`src/rtl/icache_resp.sv`:
```
// icache_resp: direct-mapped instruction cache responder for the 2-wide fetch stage.
// Serves one 64-bit line per fetch PC combinationally; misses run a tagged LOAD
// on the main-memory bus (IDLE -> REQ -> WAIT) and fill the line on tag match.
// Optional statistics counters are built only when ICACHE_STATS_EN is defined.
module icache_resp #(
  parameter int unsigned NUM_LINES = 32,
  parameter int unsigned MEM_TAG_W = 4
) (
  input  logic                 clock,
  input  logic                 reset,
  input  logic [63:0]          proc2Imem_addr,
  output logic [63:0]          Imem2proc_data,
  output logic [1:0]           Imem_valid,
  output logic [1:0]           proc2mem_command,
  output logic [63:0]          proc2mem_addr,
  input  logic [MEM_TAG_W-1:0] mem2proc_response,
  input  logic [63:0]          mem2proc_data,
  input  logic [MEM_TAG_W-1:0] mem2proc_tag,
  output logic [31:0]          hit_count,
  output logic [31:0]          miss_count
);

  localparam int unsigned IDX_W = $clog2(NUM_LINES);
  localparam int unsigned TAG_W = 61 - IDX_W;

  typedef enum logic [1:0] {S_IDLE, S_REQ, S_WAIT} state_t;
  typedef enum logic [1:0] {CMD_NONE = 2'd0, CMD_LOAD = 2'd1} cmd_t;

  state_t                 state_q, state_d;
  cmd_t                   cmd_q, cmd_d;
  logic [63:0]            miss_addr_q, miss_addr_d;
  logic [MEM_TAG_W-1:0]   cur_tag_q, cur_tag_d;
  logic [NUM_LINES-1:0]   valid_q, valid_d;
  logic [63:0]            data_q [NUM_LINES];
  logic [TAG_W-1:0]       tags_q [NUM_LINES];

  logic [IDX_W-1:0]       rd_idx, fill_idx;
  logic [TAG_W-1:0]       rd_tag, fill_tag;
  logic                   hit, fill_en;
  logic [1:0]             unused_addr_bits;

  assign unused_addr_bits = proc2Imem_addr[1:0];
  assign rd_idx   = proc2Imem_addr[3 +: IDX_W];
  assign rd_tag   = proc2Imem_addr[63 -: TAG_W];
  assign fill_idx = miss_addr_q[3 +: IDX_W];
  assign fill_tag = miss_addr_q[63 -: TAG_W];

  // Zero-latency lookup; data is driven whether or not the lookup hits.
  always_comb begin
    hit            = valid_q[rd_idx] && (tags_q[rd_idx] == rd_tag);
    Imem2proc_data = data_q[rd_idx];
    Imem_valid     = 2'b00;
    if (hit) Imem_valid = proc2Imem_addr[2] ? 2'b10 : 2'b11;
  end

  // Miss sequencing; a redirect never cancels the fill, it only waits for IDLE.
  always_comb begin
    state_d     = state_q;
    miss_addr_d = miss_addr_q;
    cur_tag_d   = cur_tag_q;
    valid_d     = valid_q;
    fill_en     = 1'b0;
    case (state_q)
      S_IDLE: begin
        if (!hit) begin
          miss_addr_d = {proc2Imem_addr[63:3], 3'b000};
          state_d     = S_REQ;
        end
      end
      S_REQ: begin
        if (mem2proc_response != '0) begin
          cur_tag_d = mem2proc_response;
          state_d   = S_WAIT;
        end
      end
      S_WAIT: begin
        if ((cur_tag_q != '0) && (mem2proc_tag == cur_tag_q)) begin
          fill_en           = 1'b1;
          valid_d[fill_idx] = 1'b1;
          state_d           = S_IDLE;
        end
      end
      default: state_d = S_IDLE;
    endcase
    cmd_d = (state_d == S_REQ) ? CMD_LOAD : CMD_NONE;
  end

  // FSM state, latched miss/tag and per-line valid bits.
  always_ff @(posedge clock or posedge reset) begin
    if (reset) begin
      state_q     <= S_IDLE;
      cmd_q       <= CMD_NONE;
      miss_addr_q <= '0;
      cur_tag_q   <= '0;
      valid_q     <= '0;
    end else begin
      state_q     <= state_d;
      cmd_q       <= cmd_d;
      miss_addr_q <= miss_addr_d;
      cur_tag_q   <= cur_tag_d;
      valid_q     <= valid_d;
    end
  end

  // Line data and tag storage; gated by valid bits so no reset is needed.
  always_ff @(posedge clock) begin
    if (fill_en) begin
      data_q[fill_idx] <= mem2proc_data;
      tags_q[fill_idx] <= fill_tag;
    end
  end

  assign proc2mem_command = cmd_q;
  assign proc2mem_addr    = miss_addr_q;

`ifdef ICACHE_STATS_EN
  logic [31:0] hit_count_q, hit_count_d, miss_count_q, miss_count_d;

  // Hits counted only while idle; each IDLE->REQ transition is one miss.
  always_comb begin
    hit_count_d  = hit_count_q;
    miss_count_d = miss_count_q;
    if (state_q == S_IDLE) begin
      if (hit) hit_count_d  = hit_count_q + 32'd1;
      else     miss_count_d = miss_count_q + 32'd1;
    end
  end

  // Statistics registers, wrapping at 2^32.
  always_ff @(posedge clock or posedge reset) begin
    if (reset) begin
      hit_count_q  <= '0;
      miss_count_q <= '0;
    end else begin
      hit_count_q  <= hit_count_d;
      miss_count_q <= miss_count_d;
    end
  end

  assign hit_count  = hit_count_q;
  assign miss_count = miss_count_q;
`else
  assign hit_count  = '0;
  assign miss_count = '0;
`endif

endmodule

```
`config.mk`:
```
export PLATFORM = sky130hd
export DESIGN_NAME = icache_resp
export DESIGN_NICKNAME = d
export VERILOG_FILES = /design/src/rtl/icache_resp.sv
export SDC_FILE = /design/constraint.sdc
export NUM_CORES = 2
export LEC_CHECK = 0
export BUFFER_PORTS_ARGS = -buffer_cell sky130_fd_sc_hd__buf_4
export CAP_MARGIN = 20
export CORE_MARGIN = 10
export CORE_UTILIZATION = 50
export CTS_CLUSTER_SIZE = 40
export DETAILED_ROUTE_END_ITERATION = 8
export PLACE_DENSITY_LB_ADDON = 0.25
export SLEW_MARGIN = 30
export SYNTH_ARGS = -nofsm -noshare
export SYNTH_HDL_FRONTEND = slang
export SYNTH_SLANG_ARGS = --single-unit
```
`constraint.sdc`:
```
create_clock -name clock -period 7.55 [get_ports clock]
set_input_delay 1.1325 -clock clock [delete_from_list [all_inputs] [get_ports clock]]
set_output_delay 1.1325 -clock clock [all_outputs]
set_load 0.03 [all_outputs]
```
* Yosys cells after proc, flatten, opt, wreduce, memory -nomap -nowiden
Memory sizes are Yosys's and may differ from the RTL's.
Cells that the tools add are included.
** Cells by class
- Add/sub/neg operators :: 0
- Multiply operators :: 0
- Div/mod/pow operators :: 0
- $lt $le $gt $ge :: 3
- Eq/ne operators :: 5
- Shifts and indexed selects :: 0
- Multiplexer cells :: 15
- Bitwise gates (word level) :: 2
- Reduce and logical (&&, ||, !) cells :: 9
** Operators with widths (number)
- $eq A56 B56 Y1 :: 1
- $or A32 B32 Y32 :: 1
- $lt A5 B6 Y1 const B :: 2
- $mux W1 :: 8
- $mux W2 :: 4
- $reduce_bool A4 Y1 :: 2
- $pmux W2 S3 :: 1
- $reduce_and A2 Y1 :: 3
- $bmux W1 S5 :: 1
- $demux W1 S5 :: 1
- $ge A5 B1 Y1 const B :: 1
- $eq A2 B1 Y1 const B :: 2
- $eq A4 B4 Y1 :: 1
- $logic_and A1 B1 Y1 :: 3
- $eq A2 B2 Y1 const B :: 1
- $logic_not A2 Y1 :: 1
- $not A1 Y1 :: 1
** Storage, ports and cells
- Register bits after elaboration :: 100
- Latch bits :: 0
- Bits in writable memories :: 3840
- Memory bits (read-only) :: 0
- Output and inout port bits :: 196
- Logic and storage cells :: 41
- Memories :: 2
** Memories
- data_q :: depth 32, bits a word 64, rd ports 1, clocked after Yosys merged registers in 0, wr ports 1, RTL line 34 : logic [63:0] data_q [NUM_LINES];
- tags_q :: depth 32, bits a word 56, rd ports 1, clocked after Yosys merged registers in 0, wr ports 1, RTL line 35 : logic [TAG_W-1:0] tags_q [NUM_LINES];

* Logic depth before layout (Yosys ltp)
- Depth after elaboration :: 7
- Mapped depth :: 17
- Gate-level depth less buffers :: 10

* Worst setup path before layout
No wires, ideal clock.
- Path kind :: input port to flip-flop
- Start :: input port mem2proc_tag[1]
- End :: register valid_q[28]
- Library setup time :: 0.097 ns
- Arrival :: 7.644 ns
- Required time :: 7.453 ns
- Slack :: -0.191 ns
- Stages :: 7
- Buffers on the path :: 0
- Cells stage by stage :: xor2_1 nor4_1 nand3b_1 nor2_1 nand3_1 nor2_1 or2_2
** On the way
- Cells in the longest elaborated chain, start to end :: 3
** RTL lines
- start: declaration :: RTL line 18 : input logic [MEM_TAG_W-1:0] mem2proc_tag,
- $eq A4 B4 Y1 :: RTL line 77 : if ((cur_tag_q != '0) && (mem2proc_tag == cur_tag_q)) begin
- $logic_and A1 B1 Y1 :: RTL line 77
- $reduce_and A2 Y1 (no line)
- end signal: assignment :: RTL line 101 : valid_q <= valid_d;
- end: declaration :: RTL line 33 : logic [NUM_LINES-1:0] valid_q, valid_d;
No other way between the ends.
A chain may end at the register's enable or synchronous reset.

* Worst setup path in the final report
- Start :: input port proc2Imem_addr[4]
- End :: output port Imem_valid[0]
** On the way
- Cells in the longest elaborated chain, start to end :: 4
- Elaborated cells between the ends (all ways) :: 6
** RTL lines
- start: declaration :: RTL line 11 : input logic [63:0] proc2Imem_addr,
- $mem_v2 Z32 W56 / $bmux W1 S5 (equally long branches)
- $eq A56 B56 Y1 / $mux W1 (equally long branches) :: RTL line 50 : hit = valid_q[rd_idx] && (tags_q[rd_idx] == rd_tag);
- $logic_and A1 B1 Y1 * :: RTL line 50
- $mux W2 * :: RTL line 53 : if (hit) Imem_valid = proc2Imem_addr[2] ? 2'b10 : 2'b11;
- end: declaration :: RTL line 13 : output logic [1:0] Imem_valid,
Every way passes the cells marked *; elsewhere a longest branch is shown, timed or not. The select of a mux whose other input is x is not followed.

==> key figures <==
Power and ir drop
  • Power Total: 51200 uW
  • Pwr/cell area: 296 nW/um2
  • Switching Share: 0.239
  • Leak: 0.0557 uW
  • Pint: 38900 uW
  • Seq pwr share: 0.531
  • Proportion of power drawn by combinational gates: 0.078
  • Max VDD drop: 0.230 mV
  • Part of the power in the clock network: 0.391
  • NetSw: 12200 uW

Setup path
  • Critical path arrival: 5.56 ns
  • Crit end category: output port
  • Worst-path cell chain: buf_8 > buf_4 > nand2_1 > o22ai_1 > nor3_1 > nor4_2 > a2bb2oi_1 > o2111ai_1 > or4_1 > nor4_1 > nand3_1 > nor4_1 > buf_4
  • Startpoint types: input pin
  • Slowest stage cell, crit path: nor4_2
  • Worst path bufs/invs: 3
  • Critical Path RT: 6.42 ns
  • Worst path top cell family by delay: simple AND/OR/NAND/NOR gates
  • CP Max Fanout: 38
  • Worst Setup Path Type: input pin to output port
  • Crit-path max cell delay: 0.79 ns

Floorplanning
  • Die Wd: 571 um
  • I/O pin count: 334
  • Die footprint: 326000 um2
  • Core Box Area: 303000 um2
  • Row cnt: 202
  • Starting Density: 0.502
  • Die Height: 571 um

Route
  • WL final: 410000 um
  • Initial drt markers: 9539
  • Antenna viol nets, final: 0
  • DRC violations left: 0
  • Vias/cell: 6.46
  • Vias: 74100
  • Number of iterations in the first detailed-routing pass: 6
  • WL/cell: 35.7 um

Clocking
  • TritonCTS clock tree: built
  • CTS Buffer Depth: 4
  • Reg clk slew, reported paths: 0.06 ns
  • Setup bufs post-CTS: 0
  • Root buffer cell: clkbuf_16
  • CTS buffer count: 395
  • Clock Latency Late Sink: 0.97 ns
  • TritonCTS Sinks: 3940
  • Number of hold buffers added after cts: 0
  • Htree depth: 5
  • Post-cts sizing count: 0

STA
  • Worst-Margin Slew: 1.08 ns
  • Slew headroom: 0.278
  • Final Hold Fails: 0
  • Hold_ws: 0.345 ns
  • Clock skew: 0.0742 ns
  • Tmin final: 6.69 ns
  • Final setup margin: 0.861 ns
  • Max-slew violations: 0
  • Unrepaired setup endpoints after global routing: false
  • Final Cycle Share: 0.886
  • Final Setup Violations: 0
  • Max Freq: 0.150 GHz

GRT
  • Initial antenna violation count: 28
  • GRT overflow: 0
  • Total Routing Usage GR: 0.247
  • Largest net degree at the start of global routing: 146
  • First-pass GRT wire length: 575000 um
  • Vias in the first global route: 74100

Logic synthesis
  • Most common cell in the netlist: edfxtp_1
  • Seq/Total Area, Yosys: 0.776
  • Synth Register Bits: 3940
  • Mapped cell area: 152000 um2
  • Largest cells by area after synthesis: edfxtp_1 (76%), mux4_2 (15%), dfrtp_1 (1.6%)
  • Distinct cell type count after synthesis: 76
  • EDFF count, synth: 3840
  • Post-Syn Area per Cell: 23.0 um2
  • Primary FF master, synth: edfxtp_1
  • Post-synth ARST share: 0.0254
  • Yosys top cell by area: edfxtp_1
  • Synth warnings: 0
  • Mapped Cells: 6594
  • Synth cell count leaders: edfxtp_1 (3840), mux4_2 (1020), nand2_1 (300)
  • Area fraction of the dominant cell type after synthesis: 0.760

Run status
  • Status: finished, final reports clean

Placement
  • Final Wtd Congestion: 0.811
  • Post-Place Worst Slack: 0.951 ns
  • Port-buffer cells: 263
  • Post-DP HPWL: 211000 um
  • Placed Instance Area: 160000 um2
  • Placed cell count: 10700

Min path
  • Tightest Hold Check Type: input pin to async pin

Layout
  • Share of post-route cells with drive strength above 1: 0.309
  • Design area: 173000 um2
  • Filler Cells Inserted: 21600
  • Fin nets: 7290
  • Final std cells w/o fill: 11500
  • Area Growth Syn to Fin: 14.0%

Flow run
  • Maxcap violations: 0
-- layout make-up --
class | instances | area, um2 | share of cell area
clock inverter | 243 | 2840 | 0.0164
timing repair buffer | 494 | 4670 | 0.0270
clock buffer | 492 | 10400 | 0.0604
tap | 3978 | 4980 | 0.0288
inverter | 11 | 62.6 | 0.000362
multi-input combinational | 2310 | 32200 | 0.186
antenna | 8 | 20.0 | 0.000116
sequential | 3940 | 118000 | 0.681
-- logic make-up (layout without fill, tap and decap cells) --
logic type / after synthesis / after routing / synth area share
DFF: 3940 / 3940 / 0.776
muxes: 1338 / 1338 / 0.174
xor gates and xnor gates: 63 / 63 / 0.00364
and+or+nand+nor: 561 / 561 / 0.0168
AOI/OAI and AO/OA: 280 / 280 / 0.0135
buffers and inverters: 411 / 1240 / 0.0153
other: 1 / 76 / 0.0000247
-- registers in the layout, indices dropped and copies added (netlist names) --
signal and flops:
proc2mem_addr 61, valid_q 32, proc2mem_command 1, cur_tag_q 4, data_q 2048, state_q 2, tags_q 1792
-- stage by stage --
stage	setup TNS, ns	util
global placement	0	0.527
CTS	0	0.571
floorplan	-338.36	-
detailed placement	0	0.527
finish	0	0.572
global route	0	0.572
-- metal layers --
metal | global-route usage | wire length [um] | vias to the layer above
met3 | 0.0425 | 36700 | 706
li1 | - | - | 29000
met4 | 0.0645 | 11900 | 32
met5 | 0 | 218 | -
met2 | 0.401 | 200000 | 3859
met1 | 0.353 | 161000 | 40600
-- layout by cell type (no fill, tap or decap), types with 19 or more instances in the layout --
| cell | Yosys | routed |
|---|---|---|
| xor2_1 | 36 | 35 |
| o22ai_1 | 51 | 51 |
| nor2_1 | 84 | 49 |
| mux2_2 | 35 | 35 |
| nand3_1 | 39 | 39 |
| a21oi_1 | 36 | 36 |
| clkinv_2 | 0 | 79 |
| clkinv_1 | 0 | 72 |
| clkbuf_16 | 0 | 399 |
| mux2i_1 | 226 | 226 |
| nand2_1 | 300 | 300 |
| bufinv_16 | 0 | 51 |
| buf_4 | 98 | 415 |
| clkbuf_1 | 152 | 82 |
| nor2_4 | 0 | 32 |
| edfxtp_1 | 3840 | 3840 |
| buf_12 | 1 | 67 |
| mux4_2 | 1020 | 1020 |
| conb_1 | 1 | 68 |
| a22oi_1 | 48 | 48 |
| dfrtp_2 | 0 | 44 |
| o21ai_0 | 19 | 19 |
| o221ai_1 | 21 | 21 |
| dfrtp_1 | 100 | 56 |
| xnor2_1 | 27 | 27 |
| mux2_4 | 57 | 57 |
| or2_2 | 35 | 35 |
-- power by group through the flow --
| stage | Clock (uW) | Combinational [uW] | Sequential, uW |
|---|---|---|---|
| after global placement | 0 | 3950 | 27500 |
| after CTS | 20300 | 4050 | 27200 |
| final | 20000 | 3990 | 27200 |
| after global routing | 21100 | 4190 | 27300 |
| after floorplan | 0 | 1970 | 27500 |
| after detailed placement | 0 | 4030 | 27600 |
-- path summary, 6_finish.rpt --
check	start	to	slack (ns)	depth (start not counted)
worst min register to register	valid_q[3]	valid_q[3]	0.47	1
worst max register to register	tags_q[5][32]	proc2mem_addr[42]	3.05	9
max in group asynchronous	reset	proc2mem_addr[12]	5.94	3
worst max-delay path	proc2Imem_addr[4]	Imem_valid[0]	0.86	13
worst min-delay path	reset	proc2mem_addr[10]	0.34	2
min in group clock	mem2proc_response[2]	cur_tag_q[2]	0.41	3
Power figures use the tool's default switching activity.
